$ cat src/rtl/clkdiv_pkg.sv
// Shared helpers for the modn clock-divider family.
// Latency: n/a (pure functions and constants).
// Backpressure: n/a.
//
// Contents:
//   CLKDIV_MIN_DIV : smallest divisor the dividers will run with
//   clkdiv_clamp   : raises any divisor below CLKDIV_MIN_DIV to CLKDIV_MIN_DIV
//   clkdiv_half    : high-phase length H(n) in source cycles, rounded up for odd n
package clkdiv_pkg;

  localparam int unsigned CLKDIV_MIN_DIV = 2;

  // Divisors 0 and 1 cannot form a period with a high and a low phase.
  function automatic logic [31:0] clkdiv_clamp(input logic [31:0] n);
    return (n < CLKDIV_MIN_DIV) ? 32'(CLKDIV_MIN_DIV) : n;
  endfunction

  // (n+1)>>1 for odd n, n>>1 for even n. Written as (n>>1)+n[0] so it
  // cannot overflow even for an all-ones divisor.
  function automatic logic [31:0] clkdiv_half(input logic [31:0] n);
    return (n >> 1) + {31'd0, n[0]};
  endfunction

endpackage

$ cat src/rtl/clkdiv_neg_retime.sv
// Single falling-edge retime flop for the odd-divisor 50% duty path.
// Latency: half a source cycle (captures d on the falling edge of clk).
// Backpressure: none.
//
// Ports:
//   clk : source clock (flop triggers on its falling edge)
//   rst : asynchronous active-high reset, clears q
//   d   : posedge phase flop to be retimed
//   q   : d delayed by half a source cycle
//
// Kept as its own module so timing constraints and scan handling can
// target the only negedge element in the divider.
module clkdiv_neg_retime (
  input  logic clk,
  input  logic rst,
  input  logic d,
  output logic q
);

  always_ff @(negedge clk or posedge rst) begin
    if (rst) begin
      q <= 1'b0;
    end else begin
      q <= d;
    end
  end

endmodule

$ cat src/rtl/modn_clk_div.sv
// Run-time programmable divide-by-N clock generator with terminal-count strobe.
// Latency: clk_out rises one source cycle after enable/reset release (half more for odd N with ODD_50).
// Backpressure: none; en gates counting, divisor changes are deferred to the period wrap.
//
// Ports:
//   clk     : source clock, the only clock
//   rst     : asynchronous active-high reset
//   en      : run enable; low holds the divider idle with clk_out low
//   div_i   : requested divisor, 0 and 1 treated as 2
//   clk_out : divided clock
//   tc      : one-cycle strobe in the last source cycle of each output period
//   div_cur : divisor currently in effect
module modn_clk_div
  import clkdiv_pkg::*;
#(
  parameter int WIDTH   = 8,
  parameter int DEF_DIV = 7,
  parameter bit ODD_50  = 1'b1
) (
  input  logic             clk,
  input  logic             rst,
  input  logic             en,
  input  logic [WIDTH-1:0] div_i,
  output logic             clk_out,
  output logic             tc,
  output logic [WIDTH-1:0] div_cur
);

  localparam logic [WIDTH-1:0] ONE   = WIDTH'(1);
  localparam logic [WIDTH-1:0] DEF_N = WIDTH'(DEF_DIV);

  logic [WIDTH-1:0] cnt_q;
  logic [WIDTH-1:0] cnt_d;
  logic [WIDTH-1:0] n_q;
  logic [WIDTH-1:0] n_d;
  logic [WIDTH-1:0] div_clamped;
  logic [WIDTH-1:0] half_d;
  logic             hi_q;
  logic             hi_d;
  logic             lo_q;
  logic             at_last;

  assign div_clamped = WIDTH'(clkdiv_clamp(32'(div_i)));

  // n_q >= 2 always, so n_q-1 never underflows and cnt_q+1 never wraps.
  assign at_last = (cnt_q == (n_q - ONE));

  // Next-state count and shadow divisor. The divisor is only sampled at the
  // wrap or while idle, which is what keeps divisor changes glitch-free.
  always_comb begin
    cnt_d = cnt_q;
    n_d   = n_q;
    if (!en) begin
      cnt_d = '0;
      n_d   = div_clamped;
    end else if (at_last) begin
      cnt_d = '0;
      n_d   = div_clamped;
    end else begin
      cnt_d = cnt_q + ONE;
    end
  end

  // hi_q is computed from the count it will sit beside after the edge, so
  // the phase flop and the counter always agree within a cycle. At the wrap
  // the new divisor applies, but count 0 is below any H >= 1 either way.
  assign half_d = WIDTH'(clkdiv_half(32'(n_d)));
  assign hi_d   = en & (cnt_d < half_d);

  always_ff @(posedge clk or posedge rst) begin
    if (rst) begin
      cnt_q <= '0;
      n_q   <= DEF_N;
      hi_q  <= 1'b0;
    end else begin
      cnt_q <= cnt_d;
      n_q   <= n_d;
      hi_q  <= hi_d;
    end
  end

  // The negedge copy of hi_q only exists in the 50% duty build. Without it
  // lo_q mirrors hi_q so the output select below stays a single expression.
  generate
    if (ODD_50) begin : g_odd50
      clkdiv_neg_retime u_neg_retime (
        .clk (clk),
        .rst (rst),
        .d   (hi_q),
        .q   (lo_q)
      );
    end else begin : g_posedge_only
      assign lo_q = hi_q;
    end
  endgenerate

  // Odd N: ANDing with the half-cycle-late copy trims half a source cycle
  // off the leading edge, leaving a high time of exactly N/2 cycles.
  assign clk_out = (ODD_50 && n_q[0]) ? (hi_q & lo_q) : hi_q;
  assign tc      = en & at_last;
  assign div_cur = n_q;

endmodule

$ cat config.mk
export PLATFORM = sky130hd
export DESIGN_NAME = modn_clk_div
export DESIGN_NICKNAME = d
export VERILOG_FILES = /design/src/rtl/clkdiv_pkg.sv /design/src/rtl/clkdiv_neg_retime.sv /design/src/rtl/modn_clk_div.sv
export SDC_FILE = /design/constraint.sdc
export NUM_CORES = 1
export LEC_CHECK = 0
export BUFFER_PORTS_ARGS = -buffer_cell sky130_fd_sc_hd__buf_2
export CAP_MARGIN = 20
export CORE_MARGIN = 2
export CORE_UTILIZATION = 50
export CTS_BUF_LIST = sky130_fd_sc_hd__clkbuf_8
export CTS_CLUSTER_SIZE = 40
export DETAILED_ROUTE_END_ITERATION = 10
export GPL_TIMING_DRIVEN = 1
export PLACE_DENSITY_LB_ADDON = 0.08
export SLEW_MARGIN = 20
export SYNTH_ARGS = -nofsm -noshare
export SYNTH_HDL_FRONTEND = slang
export SYNTH_SLANG_ARGS = --single-unit
$ cat constraint.sdc
create_clock -name clk -period 4.9 [get_ports clk]
set_clock_uncertainty 0.05 [all_clocks]
set_input_delay 0.49 -clock clk [delete_from_list [all_inputs] [get_ports clk]]
set_output_delay 0.49 -clock clk [all_outputs]
set_load 0.05 [all_outputs]
After elaboration in Yosys (flattened, before gate mapping)
Index checks and enable logic that the tools add are counted.
{"block": "word_totals", "output_inout_bits": 10, "in_bits": 11, "word_cells": 19, "register_bits": 18}
{"block": "classes", "n_addsub": 3, "mux": 6, "magnitude_cmp": 2, "n_bitwise": 3, "n_eq_ne": 1}
{"operator": "8-bit two-way mux", "n": 5}
{"operator": "7-bit by 1-bit adder with 8-bit output", "n": 1}
{"operator": "8-bit by 1-bit adder with 8-bit output, second input constant", "n": 1}
{"operator": "8-bit == test", "n": 1}
{"operator": "8-bit by 2-bit less-than comparator with 1-bit output, second input constant", "n": 1}
{"operator": "8-bit less-than comparator", "n": 1}
{"operator": "8-bit by 1-bit subtractor with 8-bit output, second input constant", "n": 1}
{"operator": "1-bit bitwise AND", "n": 3}
{"operator": "1-bit two-way mux", "n": 1}

Logic depth before layout (Yosys ltp)
{"block": "logic_depth", "word_depth": 7, "mapped_depth": 22}

Cells and area by module
From an unflattened synthesis, not the netlist that was laid out.
{"block": "unflattened", "cells_unflattened": 150, "area_unflattened_um2": 1400.1}
{"module": "modn_clk_div", "area_each_um2": 1371.3, "cells_each": 148, "n_inst": 1}
{"module": "clkdiv_neg_retime", "area_each_um2": 28.8, "cells_each": 2, "n_inst": 1}

==> flow_summary_export.csv <==
group,metric,value,unit
worst_setup_path,worst_setup_path_start_kind,"flop",
routing,viasPerCell,5.684,
global_route,grt_start_max_net_pins,19,
routing,wirelength,3247,um
cells_and_area,layout_commonest_cell,"buf_2",
synthesis,yosysUniqueCellTypes,37,
synthesis,synth_top_area_share,25.13,%
global_route,antenna_found_initial,0,
timing,final-hold-violation-count,0,
worst_setup_path,worst-path-buf-inv,2,
synthesis,ys.flop_type,"dfrtp_1",
cells_and_area,drive_gt1_share,24.00,%
floorplanning,die_area,0.003226,mm2
power,power_density,270.3,mW/mm2
timing,slew_headroom,74.16,%
floorplanning,core_area,0.002710,mm2
worst_setup_path,crit_fanout,7,
synthesis,yosys_warnings,0,
synthesis,synth_cells,151,
run_status,status,"completed",
run,max_cap_violations,0,
global_route,overflow,0,
timing,fin_crit_sh,90.28,%
routing,drt-pass1-iter-count,4,
timing,worstMarginPinSlew,0.3876,ns
routing,final_antenna_net_count,0,
synthesis,yosysTopAreaCell,"dfrtp_1",
floorplanning,ios,21,
power,netSwitchingPower,0.1507,mW
power,power.leakage,0.7330,nW
cells_and_area,layout.area.seq,454.2,um2
placement,io_buffer_count,20,
routing,initialDrtViolationCount,30,
placement,pre_cts_slack,0.3102,ns
routing,wire_per_inst,15.76,um
synthesis,synth-seq-cells,18,
clock_network,cts_made_buffers,3,
power,combPwrFrac,29.9,%
routing,drc,0,
synthesis,yosysSeqAreaShare,32.59,%
synthesis,synth_top_family_by_area,"simple AND/OR/NAND/NOR gates",
cells_and_area,nets,198,
timing,slew_violations,0,
clock_network,insertion_delay,0.25,ns
timing,setup_violations,0,
synthesis,syn_area,0.001394,mm2
global_route,grt_pass1_vias,1157,
clock_network,h-tree-depth,1,
timing,fin_crit,4.424,ns
synthesis,synthSimpleGateAreaFrac,21.90,%
cells_and_area,multi_input_area,890.9,um2
worst_setup_path,cpMostUsedCell,"ha_1",
routing,vias,1171,
clock_network,clk_pin_slew,0.07,ns
timing,setup_tns,0,ns
power,p_clk_share,27.9,%
worst_setup_path,cp_slowest_cell,"dfstp_2",
floorplanning,die_x,56.80,um
power,p_seq_share,42.2,%
synthesis,avgSynthCellArea,9.231,um2
worst_setup_path,crit_family,"compound AO/OA/AOI/OAI gates",
clock_network,numClockSinks,18,
synthesis,async_flop_share,100.0,%
floorplanning,die_h,56.80,um
power,ir_drop,0.2115,mV
clock_network,cts-root-buf,"clkbuf_8",
worst_setup_path,required,5.03,ns
synthesis,synth_xor_area_share,15.71,%
clock_network,cts_tree,"yes",
synthesis,synth_edf_count,0,
placement,place_hpwl,2506,um
worst_hold_path,hold_path.class,"input port to asynchronous set/reset pin",
worst_setup_path,crit_type,"flop to flop",
timing,grt_setup_unrepaired,"false",
cells_and_area,diodes,0,
timing,clock.fmax,226.0,MHz
synthesis,synthAdderAreaFrac,9.874,%
floorplanning,num_rows,19,
power,p_int,0.2826,mW
worst_setup_path,worstPathCellList,"inv_1, ha_1, xnor2_1, and4b_1, a41o_1, a21oi_2, o21ai_4, buf_4, o21ai_0, ha_1, ha_1, nand3_1, xor2_1, nor2_1, a21oi_1, ha_1, o21ai_0, a21oi_1, o2111ai_1, nand4b_1, a21oi_1",
clock_network,cts_resized,0,
clock_network,cts_buffer_depth,2,
synthesis,synth_compound_area_share,11.31,%
synthesis,synth.area.top_cells,"dfrtp_1 25%, ha_1 9.9%, xnor2_1 8.2%",
global_route,track_usage,21.82,%
cells_and_area,area_delta_synth_final,14.99,%
cells_and_area,final_cell_mix,"20 x buf_2, 15 x nor2_1, 14 x nand3_1, 14 x dfrtp_1, 13 x xnor2_1",
synthesis,muxShareOfSynthArea,5.117,%
global_route,grt_pass1_wl,5437,um
placement,place_congestion,0.7580,
worst_setup_path,setup.worst_path.end_class,"flop",
timing,finalWorstSetupSlack,0.4761,ns
synthesis,synth_nets,173,
worst_setup_path,cp.arrival,4.55,ns
power,p_sw_share,34.78,%
cells_and_area,num-fill-cells,265,
floorplanning,initial_core_util,51.43,%
worst_setup_path,slowest_delay,0.60,ns
[layout make-up]
cell class,instances,area share (%)
multi-input combinational,122,55.58
sequential,18,28.34
timing repair buffer,26,9.055
clock buffer,4,3.435
tap,31,2.420
inverter,5,1.171
[what timing repair did]
action,in CTS,in global routing
hold buffers,0,0
setup endpoints to repair,0,1
setup buffers,0,4
[power by group through the flow]
stage / Combinational [mW] / Sequential, mW / Clock (mW)
6_report: 0.129 / 0.183 / 0.121
5_1_grt: 0.142 / 0.185 / 0.131
4_1_cts: 0.128 / 0.182 / 0.126
3_5_place_dp: 0.127 / 0.185 / 0
3_3_place_gp: 0.124 / 0.184 / 0
2_1_floorplan: 0.0795 / 0.198 / 0
[synthesized netlist by cell type (2+ instances only)]
cell      number
inv_1          5
a21oi_1        4
nor2_1        15
nand3b_1       3
nand2_1        4
nand2b_1       4
buf_2          3
and3_1         6
dfstp_2        3
clkbuf_1       2
ha_1          11
mux2_2         5
xnor2_1       13
dfrtp_1       14
nand3_1       14
xor2_1        12
o21a_1         2
o21ai_0        9
nor3_1         4
[state kept, by name, indices dropped and copies added, names as in the netlist]
name / flops
cnt_q: 8
div_cur: 8
g_odd50.u_neg_retime.q: 1
hi_q: 1
[per-layer routing]
metal	wire length, um	global-route usage (%)	up-vias
met5	0	0	-
met4	38	7.973	0
met3	90	2.304	4
met2	1650	38.87	21
met1	1468	27.03	564
li1	-	-	582
[through the flow]
step / power, mW / instance area [um2] / instances / hold WS (ns) / util, %
finish: 0.4333 / 1603 / 206 / 0.1879 / 59.14
global route: 0.4579 / 1603 / 206 / 0.2372 / 59.14
CTS: 0.4363 / 1573 / 202 / 0.1939 / 58.03
detailed placement: 0.3124 / 1518 / 198 / 0.4684 / 56.00
global placement: 0.3081 / 1518 / 198 / 0.4633 / 56.00
floorplan: 0.2776 / 1394 / 151 / 0.3764 / -
[path summary, 6_finish.rpt]
kind	startpoint	endpoint	slack [ns]	depth (start not counted)
setup / recovery	div_cur[0]	hi_q	0.48	21
hold / removal	rst	div_cur[4]	0.19	3
hold reg to reg	cnt_q[0]	cnt_q[0]	0.52	1
max in group asynchronous	rst	g_odd50.u_neg_retime.q	2.06	3
setup reg to reg	div_cur[0]	hi_q	0.48	21
min in group clk	div_i[5]	div_cur[5]	0.48	2
[cells by family (layout without fill, tap and decap cells)]
group / count (synthesis) / after routing
AOI/OAI and AO/OA: 23 / 23
xor gates and xnor gates: 25 / 25
adders and majority gates: 11 / 11
buffers and inverters: 11 / 35
DFF: 18 / 18
muxes: 6 / 6
and+or+nand+nor: 57 / 57
[tightest hold or removal path, delay by kind of cell]
family                 cells  cell delay, ns
buffers and inverters      3            0.38
Power figures use the tool's default switching activity.
